[src/rtl/alu_pkg.sv]
// Shared definitions for the integer ALU: operand width, shift-amount width
// and the 4-bit operation encoding.
package alu_pkg;

    localparam int DATA_WIDTH  = 32;
    localparam int SHAMT_WIDTH = $clog2(DATA_WIDTH);

    typedef enum logic [3:0] {
        OP_ADD = 4'd0,
        OP_SUB = 4'd1,
        OP_OR  = 4'd2,
        OP_XOR = 4'd3,
        OP_AND = 4'd4,
        OP_LTU = 4'd5,
        OP_LTS = 4'd6,
        OP_SRU = 4'd7,
        OP_SLU = 4'd8,
        OP_SRS = 4'd9,
        OP_SLS = 4'd10
    } alu_op_e;

endpackage

[src/rtl/alu_shifter.sv]
// Combinational log-depth barrel shifter shared by all shift operations.
// Left shifts reuse the right-shift network by bit-reversing input and output.
module alu_shifter
    import alu_pkg::*;
#(
    parameter int WIDTH = DATA_WIDTH,
    parameter int SW    = $clog2(WIDTH)
) (
    input  logic [WIDTH-1:0] src,
    input  logic [SW-1:0]    shamt,
    input  logic             dir_left,
    input  logic             arith,
    output logic [WIDTH-1:0] result
);

    logic [WIDTH-1:0] src_rev;
    logic [WIDTH-1:0] stage [0:SW];
    logic [WIDTH-1:0] stage_rev;
    logic             fill;

    // Sign fill only applies to arithmetic right shifts.
    assign fill = arith & ~dir_left & src[WIDTH-1];

    generate
        for (genvar gi = 0; gi < WIDTH; gi++) begin : g_rev
            assign src_rev[gi]   = src[WIDTH-1-gi];
            assign stage_rev[gi] = stage[SW][WIDTH-1-gi];
        end
    endgenerate

    assign stage[0] = dir_left ? src_rev : src;

    generate
        for (genvar gi = 0; gi < SW; gi++) begin : g_stage
            localparam int STEP = 1 << gi;
            assign stage[gi+1] = shamt[gi]
                ? {{STEP{fill}}, stage[gi][WIDTH-1:STEP]}
                : stage[gi];
        end
    endgenerate

    assign result = dir_left ? stage_rev : stage[SW];

endmodule

[src/rtl/alu_core.sv]
// 32-bit RISC-V integer ALU with a registered result and valid strobe.
// One-cycle latency, one operation per cycle, no backpressure.
module alu_core
    import alu_pkg::*;
#(
    parameter int WIDTH = DATA_WIDTH
) (
    input  logic             clk,
    input  logic             reset,
    input  logic             in_valid,
    input  logic [3:0]       operation,
    input  logic [WIDTH-1:0] X,
    input  logic [WIDTH-1:0] Y,
    output logic [WIDTH-1:0] O,
    output logic             out_valid
);

    localparam int SW = $clog2(WIDTH);

    logic [WIDTH-1:0] sum;
    logic [WIDTH-1:0] diff;
    logic             ltu;
    logic             lts;
    logic [WIDTH-1:0] shift_result;
    logic             shift_left;
    logic             shift_arith;
    logic [WIDTH-1:0] result_next;

    assign sum  = X + Y;
    assign diff = X - Y;
    assign ltu  = X < Y;
    assign lts  = $signed(X) < $signed(Y);

    assign shift_left  = (operation == OP_SLU) || (operation == OP_SLS);
    assign shift_arith = (operation == OP_SRS);

    alu_shifter #(
        .WIDTH (WIDTH),
        .SW    (SW)
    ) u_shifter (
        .src      (X),
        .shamt    (Y[SW-1:0]),
        .dir_left (shift_left),
        .arith    (shift_arith),
        .result   (shift_result)
    );

    always_comb begin
        result_next = '0;
        case (alu_op_e'(operation))
            OP_ADD:                         result_next = sum;
            OP_SUB:                         result_next = diff;
            OP_OR:                          result_next = X | Y;
            OP_XOR:                         result_next = X ^ Y;
            OP_AND:                         result_next = X & Y;
            OP_LTU:                         result_next = {{(WIDTH-1){1'b0}}, ltu};
            OP_LTS:                         result_next = {{(WIDTH-1){1'b0}}, lts};
            OP_SRU, OP_SLU, OP_SRS, OP_SLS: result_next = shift_result;
            default:                        result_next = '0;
        endcase
    end

    // O holds its last value while no operation is being captured.
    always_ff @(posedge clk or posedge reset) begin
        if (reset) begin
            O         <= '0;
            out_valid <= 1'b0;
        end else begin
            out_valid <= in_valid;
            if (in_valid) begin
                O <= result_next;
            end
        end
    end

endmodule

[config.mk]
export PLATFORM = sky130hd
export DESIGN_NAME = alu_core
export DESIGN_NICKNAME = d
export VERILOG_FILES = /design/src/rtl/alu_pkg.sv /design/src/rtl/alu_shifter.sv /design/src/rtl/alu_core.sv
export SDC_FILE = /design/constraint.sdc
export NUM_CORES = 1
export LEC_CHECK = 0
export CAP_MARGIN = 20
export CORE_MARGIN = 1
export CORE_UTILIZATION = 40
export DETAILED_ROUTE_END_ITERATION = 10
export GPL_TIMING_DRIVEN = 1
export HOLD_SLACK_MARGIN = 0.02
export PLACE_DENSITY_LB_ADDON = 0.12
export SYNTH_ARGS = -nofsm -noshare
export SYNTH_HDL_FRONTEND = slang
export SYNTH_HIERARCHICAL = 1
export SYNTH_SLANG_ARGS = --single-unit
[constraint.sdc]
create_clock -name clk -period 2.1 [get_ports clk]
set_input_delay 0.42 -clock clk [delete_from_list [all_inputs] [get_ports clk]]
set_output_delay 0.42 -clock clk [all_outputs]
set_load 0.005 [all_outputs]
# ---- After elaboration in Yosys (flattened, before gate mapping)
# Cells that the tools add are included.
# W data, S select, Z words.
dict set report classes {
  n_addsub 2
  magnitude_cmp 2
  eq_ne 10
  mux 8
  bitwise_logic 6
  n_reduce_logical 3
}
# operator n
set op_table {}
lappend op_table {{$pmux W32 S8} 1}
lappend op_table {{$mux W32} 7}
lappend op_table {{$lt A32 B32 Y1} 2}
lappend op_table {{$add A32 B32 Y32} 1}
lappend op_table {{$and A32 B32 Y32} 1}
lappend op_table {{$or A32 B32 Y32} 1}
lappend op_table {{$sub A32 B32 Y32} 1}
lappend op_table {{$xor A32 B32 Y32} 1}
lappend op_table {{$eq A4 B3 Y1 const B} 4}
lappend op_table {{$eq A4 B4 Y1 const B} 3}
lappend op_table {{$eq A4 B2 Y1 const B} 2}
lappend op_table {{$eq A4 B1 Y1 const B} 1}
lappend op_table {{$logic_not A4 Y1} 1}
lappend op_table {{$reduce_or A4 Y1} 1}
lappend op_table {{$and A1 B1 Y1} 2}
lappend op_table {{$logic_or A1 B1 Y1} 1}
lappend op_table {{$not A1 Y1} 1}
dict set report totals {
  register_bits 33
  input_bits 71
  elab_cells 33
}

# ---- Longest topological paths before layout
dict set report depth {
  depth_word 12
  depth_mapped 16
}

# ---- By module
# Netlist, hierarchy kept.
# mod n_inst cells_per_inst area_per_inst_um2 seq_area_each_um2
set by_module_without_submodules {}
lappend by_module_without_submodules {alu_core 1 887 6448.7 825.8}
lappend by_module_without_submodules {alu_shifter 1 461 3594.7 0.0}

# ---- Worst setup path after synthesis
# No wires, ideal clock.
dict set report synth_timing {
  path_kind {input port to flip-flop}
  from {in operation[0]}
  to {reg O[14]}
  setup_ps 121
  arrival_time_ps 3329
  required_time_ps 1979
  setup_slack_ps -1350
  cell_stages 15
  n_path_buf 4
  path_cell_list {clkbuf_1 > buf_2 > nor2_1 > buf_2 > clkinv_1 > buf_2 > mux4_2 > nor2_1 > a211oi_1 > or4_1 > a221oi_1 > o21ai_0 > a21oi_1 > o21ai_0 > a22o_1}
}
dict set report synth_between {
  elab_chain_len 12
  word_cells_on_any_way 24
  classes_between {eq/ne: 10; mux: 8; bitwise: 3; reduce/logical: 3}
}
# element line
set synth_rtl {}
lappend synth_rtl {{start: declaration} alu_core.sv:11} ;# input logic [3:0] operation,
lappend synth_rtl {{$eq A4 B4 Y1} alu_core.sv:34} ;# assign shift_left = (operation == OP_SLU) || (operation == OP_SLS);
lappend synth_rtl {{$logic_or A1 B1 Y1 *} alu_core.sv:34}
lappend synth_rtl {{net shift_left} alu_core.sv:25} ;# logic shift_left;
lappend synth_rtl {{$not A1 Y1} alu_shifter.sv:22} ;# assign fill = arith & ~dir_left & src[WIDTH-1];
lappend synth_rtl {{$and A1 B1 Y1 (2 in a row)} alu_shifter.sv:22}
lappend synth_rtl {{$mux W32 (5 in a row)} alu_shifter.sv:37} ;# ? {{STEP{fill}}, stage[gi][WIDTH-1:STEP]}
lappend synth_rtl {{$mux W32 *} alu_shifter.sv:42} ;# assign result = dir_left ? stage_rev : stage[SW];
lappend synth_rtl {{net shift_result[14]} alu_core.sv:24} ;# logic [WIDTH-1:0] shift_result;
lappend synth_rtl {{$pmux W32 S8 *} alu_core.sv:50} ;# case (alu_op_e'(operation))
lappend synth_rtl {{end signal: assignment} alu_core.sv:71} ;# O <= result_next;
lappend synth_rtl {{end: declaration} alu_core.sv:14} ;# output logic [WIDTH-1:0] O,
# The timed path passes the listed nets; every way through them passes the cells marked *.
# A chain may end at the register's enable or synchronous reset.

# ---- Final worst setup path
dict set report layout_timing {
  from {in operation[2]}
  to {reg O[28]}
}
# Same word-level chain as after synthesis.

==> flow_metrics.py <==
metrics = {
    "timing": {
        "worstMarginPinSlew_ps": 790,
        "fin_worst_skew_ps": 0,
        "hold_slack_ps": 484,
        "maxSlewViolCount": 0,
        "fin_crit_sh_pct": 150,
        "min_period_ps": 3150,
        "fmax_mhz": 318,
        "setup_viol": 32,
        "rsz0062_at_grt": "true",
        "setup_ws_ps": -1050,
        "slew_headroom_pct": 46.8,
        "finalHoldViolCount": 0,
    },
    "synthesis": {
        "ys.flop_type": "dfrtp_1",
        "synth_top_area_cell": "ha_1",
        "syn_area_um2": 10000,
        "netlist_instances": 1348,
        "post-synth-top-count-cell": "nand2_1",
        "yosys_warnings": 6,
        "yosys-top-cells-count": "nand2_1, nor2_1, ha_1",
        "synth.distinct_cells": 90,
        "syn_avg_cell_area_um2": 7.45,
        "yosysSeqAreaShare_pct": 8.22,
        "yosys_register_bits": 33,
        "synthArstFlopShare_pct": 100,
        "synth_area_leaders": "ha_1, dfrtp_1, mux4_2",
        "synth_fp_nets": 1525,
        "synth_edf_count": 0,
        "yosysTopAreaCellShare_pct": 13.0,
    },
    "worst_hold_path": {
        "hp-class": "flip-flop to flip-flop",
        "whs_path_depth": 1,
    },
    "setup_path": {
        "r2r_end": "O[28]",
        "path_delay_family": "compound AO/OA/AOI/OAI gates",
        "reg2reg_slack_ps": 580,
        "worstSetupStartpoint": "operation[2]",
        "crit_path_end_kind": "flip-flop",
        "arrival_ps": 3310,
        "crit_type": "input pin to flip-flop",
        "cp_num_cells": 15,
        "crit_top_cell": "buf_6",
        "cp_cell_sequence": "buf_6 -> nand2b_4 -> nor2_4 -> buf_12 -> clkinv_8 -> buf_6 -> mux4_2 -> mux2_4 -> o21a_4 -> a21oi_4 -> mux2i_2 -> a211oi_2 -> o311ai_2 -> o211ai_1 -> a32oi_1",
        "critical-path-max-stage-delay_ps": 450,
        "rr_startpoint": "O[28]",
        "path_max_fanout": 6,
        "worstSetupStartpointType": "input pin",
        "required_ps": 2260,
        "critPathBufInv": 4,
        "slowest_stage": "mux4_2",
        "crit_path_end": "O[28]",
        "r2r_cells": 6,
    },
    "routing": {
        "routed-via-count": 14200,
        "firstDrtPassIters": 6,
        "drc": 0,
        "drt_iter0_drc": 1524,
        "wl_per_cell_um": 25.0,
        "vias_per_cell": 6.28,
        "postRouteAntennaNets": 0,
        "routed_wl_um": 56600,
    },
    "floorplan": {
        "rows": 57,
        "dieHeight_um": 160,
        "io_pins": 104,
        "dieArea_um2": 25700,
        "die_x_um": 160,
        "start_util_pct": 41.1,
        "core_region_area_um2": 24500,
    },
    "clocking": {
        "cts.reportedPaths.clkPinSlew_ps": 70,
        "cts.path.max_buffers": 2,
        "clockRootBuffer": "clkbuf_16",
        "hold_buffers": 0,
        "clock_sinks": 33,
        "insertion_delay_ps": 290,
        "cts_tree": "built",
        "numCtsBuffers": 5,
        "h-tree-depth": 2,
    },
    "layout": {
        "areaGrowthSynthToFinish_pct": 78.6,
        "drive_gt1_share_pct": 51.3,
        "n_fill_cell": 1883,
        "final_nets": 2121,
        "seqCellArea_um2": 826,
        "antenna_cells": 0,
        "final_util_pct": 73.3,
        "multi_input_area_um2": 10200,
        "fin_cells": 2268,
    },
    "global_route": {
        "grt.total_usage_pct": 42.4,
        "grt_pass1_vias": 13900,
        "antenna_found_initial": 0,
        "overflow": 0,
        "grt_pass1_wl_um": 83000,
        "grt_max_degree": 44,
    },
    "place": {
        "place_congestion": 1.10,
        "port_buffers": 103,
        "place_worst_setup_slack_ps": -1880,
        "dp_cells": 2191,
        "dpl.hpwl_um": 43000,
    },
    "pwr": {
        "power.leakage_uw": 0.00811,
        "ir_worst_vdd_mv": 0.271,
        "powerDensity_nw_per_um2": 369,
        "p_total_uw": 6620,
    },
    "status": {
        "status": "finished, violations left",
        "violations": "setup timing",
    },
    "run": {
        "maxCapViolCount": 0,
    },
}
how the worst min path moves through the flow:
stage | start | end | slack (ps)
after floorplan | in_valid | out_valid | 450
after global placement | O[3] | O[3] | 470
after detailed placement | O[19] | O[19] | 470
after CTS | O[19] | O[19] | 490
after global routing | O[3] | O[3] | 500
final | O[3] | O[3] | 480
what timing repair did:
item	in CTS	in global routing
gates resized for setup	445	138
setup buffers	58	22
pin swaps	134	110
cloned	3	0
setup endpoints to repair	32	32
stage by stage:
step | setup TNS, ps | area [µm²]
floorplan | -20510 | 10400
global placement | -52180 | 15300
detailed placement | -52830 | 15300
CTS | -25300 | 17200
global route | -28320 | 17900
finish | -26150 | 17900
where the power goes:
part	internal, µW	total, µW	switching (µW)	leakage (µW)
clock network	553	896	343	0.0000797
registers	708	762	53.9	0.000437
logic	2450	4960	2520	0.00759
total	3710	6620	2910	0.00811
placed cells by master, fill, tap and decap left out, types with 11 or more instances in the layout:
cell type,n
o21ai_1,11
buf_2,14
a21o_1,19
nor3_1,26
o21bai_1,13
ha_1,77
mux2_2,30
dfrtp_1,33
mux2i_1,22
buf_12,21
ha_4,24
nand3_1,20
clkdlybuf4s50_1,48
a21oi_2,20
dlygate4sd2_1,11
inv_1,68
nor2_1,110
o211ai_1,20
a31oi_1,14
a211oi_2,14
nor2b_1,20
buf_4,495
a221oi_2,20
mux4_2,34
mux2_4,22
buf_6,74
inv_2,22
o21ai_0,41
o22ai_1,17
a21oi_1,69
nand2_1,117
xnor2_1,12
metal layers:
metal | GRT usage, % | up-vias | part of all wire (%)
li1 | - | 6293 | -
met2 | 66.9 | 890 | 45
met4 | 27.3 | 0 | 7.2
met1 | 54.1 | 6842 | 40
met3 | 6.04 | 218 | 8.5
met5 | 0 | - | 0
kinds of logic after synthesis:
group,count (synthesis),synth area share (%)
AND/OR/NAND/NOR,412,19.4
multiplexers,119,16.8
AO/OA/AOI/OAI,461,32.6
XOR/XNOR,16,1.40
buffers and inverters,201,8.26
adder cells (fa/ha/maj),106,13.4
flip-flops,33,8.22
sequential cells by signal, indices dropped and copies added, names as in the netlist:
name and cells:
O 32, out_valid 1
area by class of cell:
class                      instances  area share [%]
clock buffer                       5           0.697
timing repair buffer             688            33.1
clock inverter                     2           0.195
multi-input combinational       1114            56.7
tap                              324            2.26
sequential                        33            4.60
inverter                         102            2.39
(Power assumes the default switching activity.)
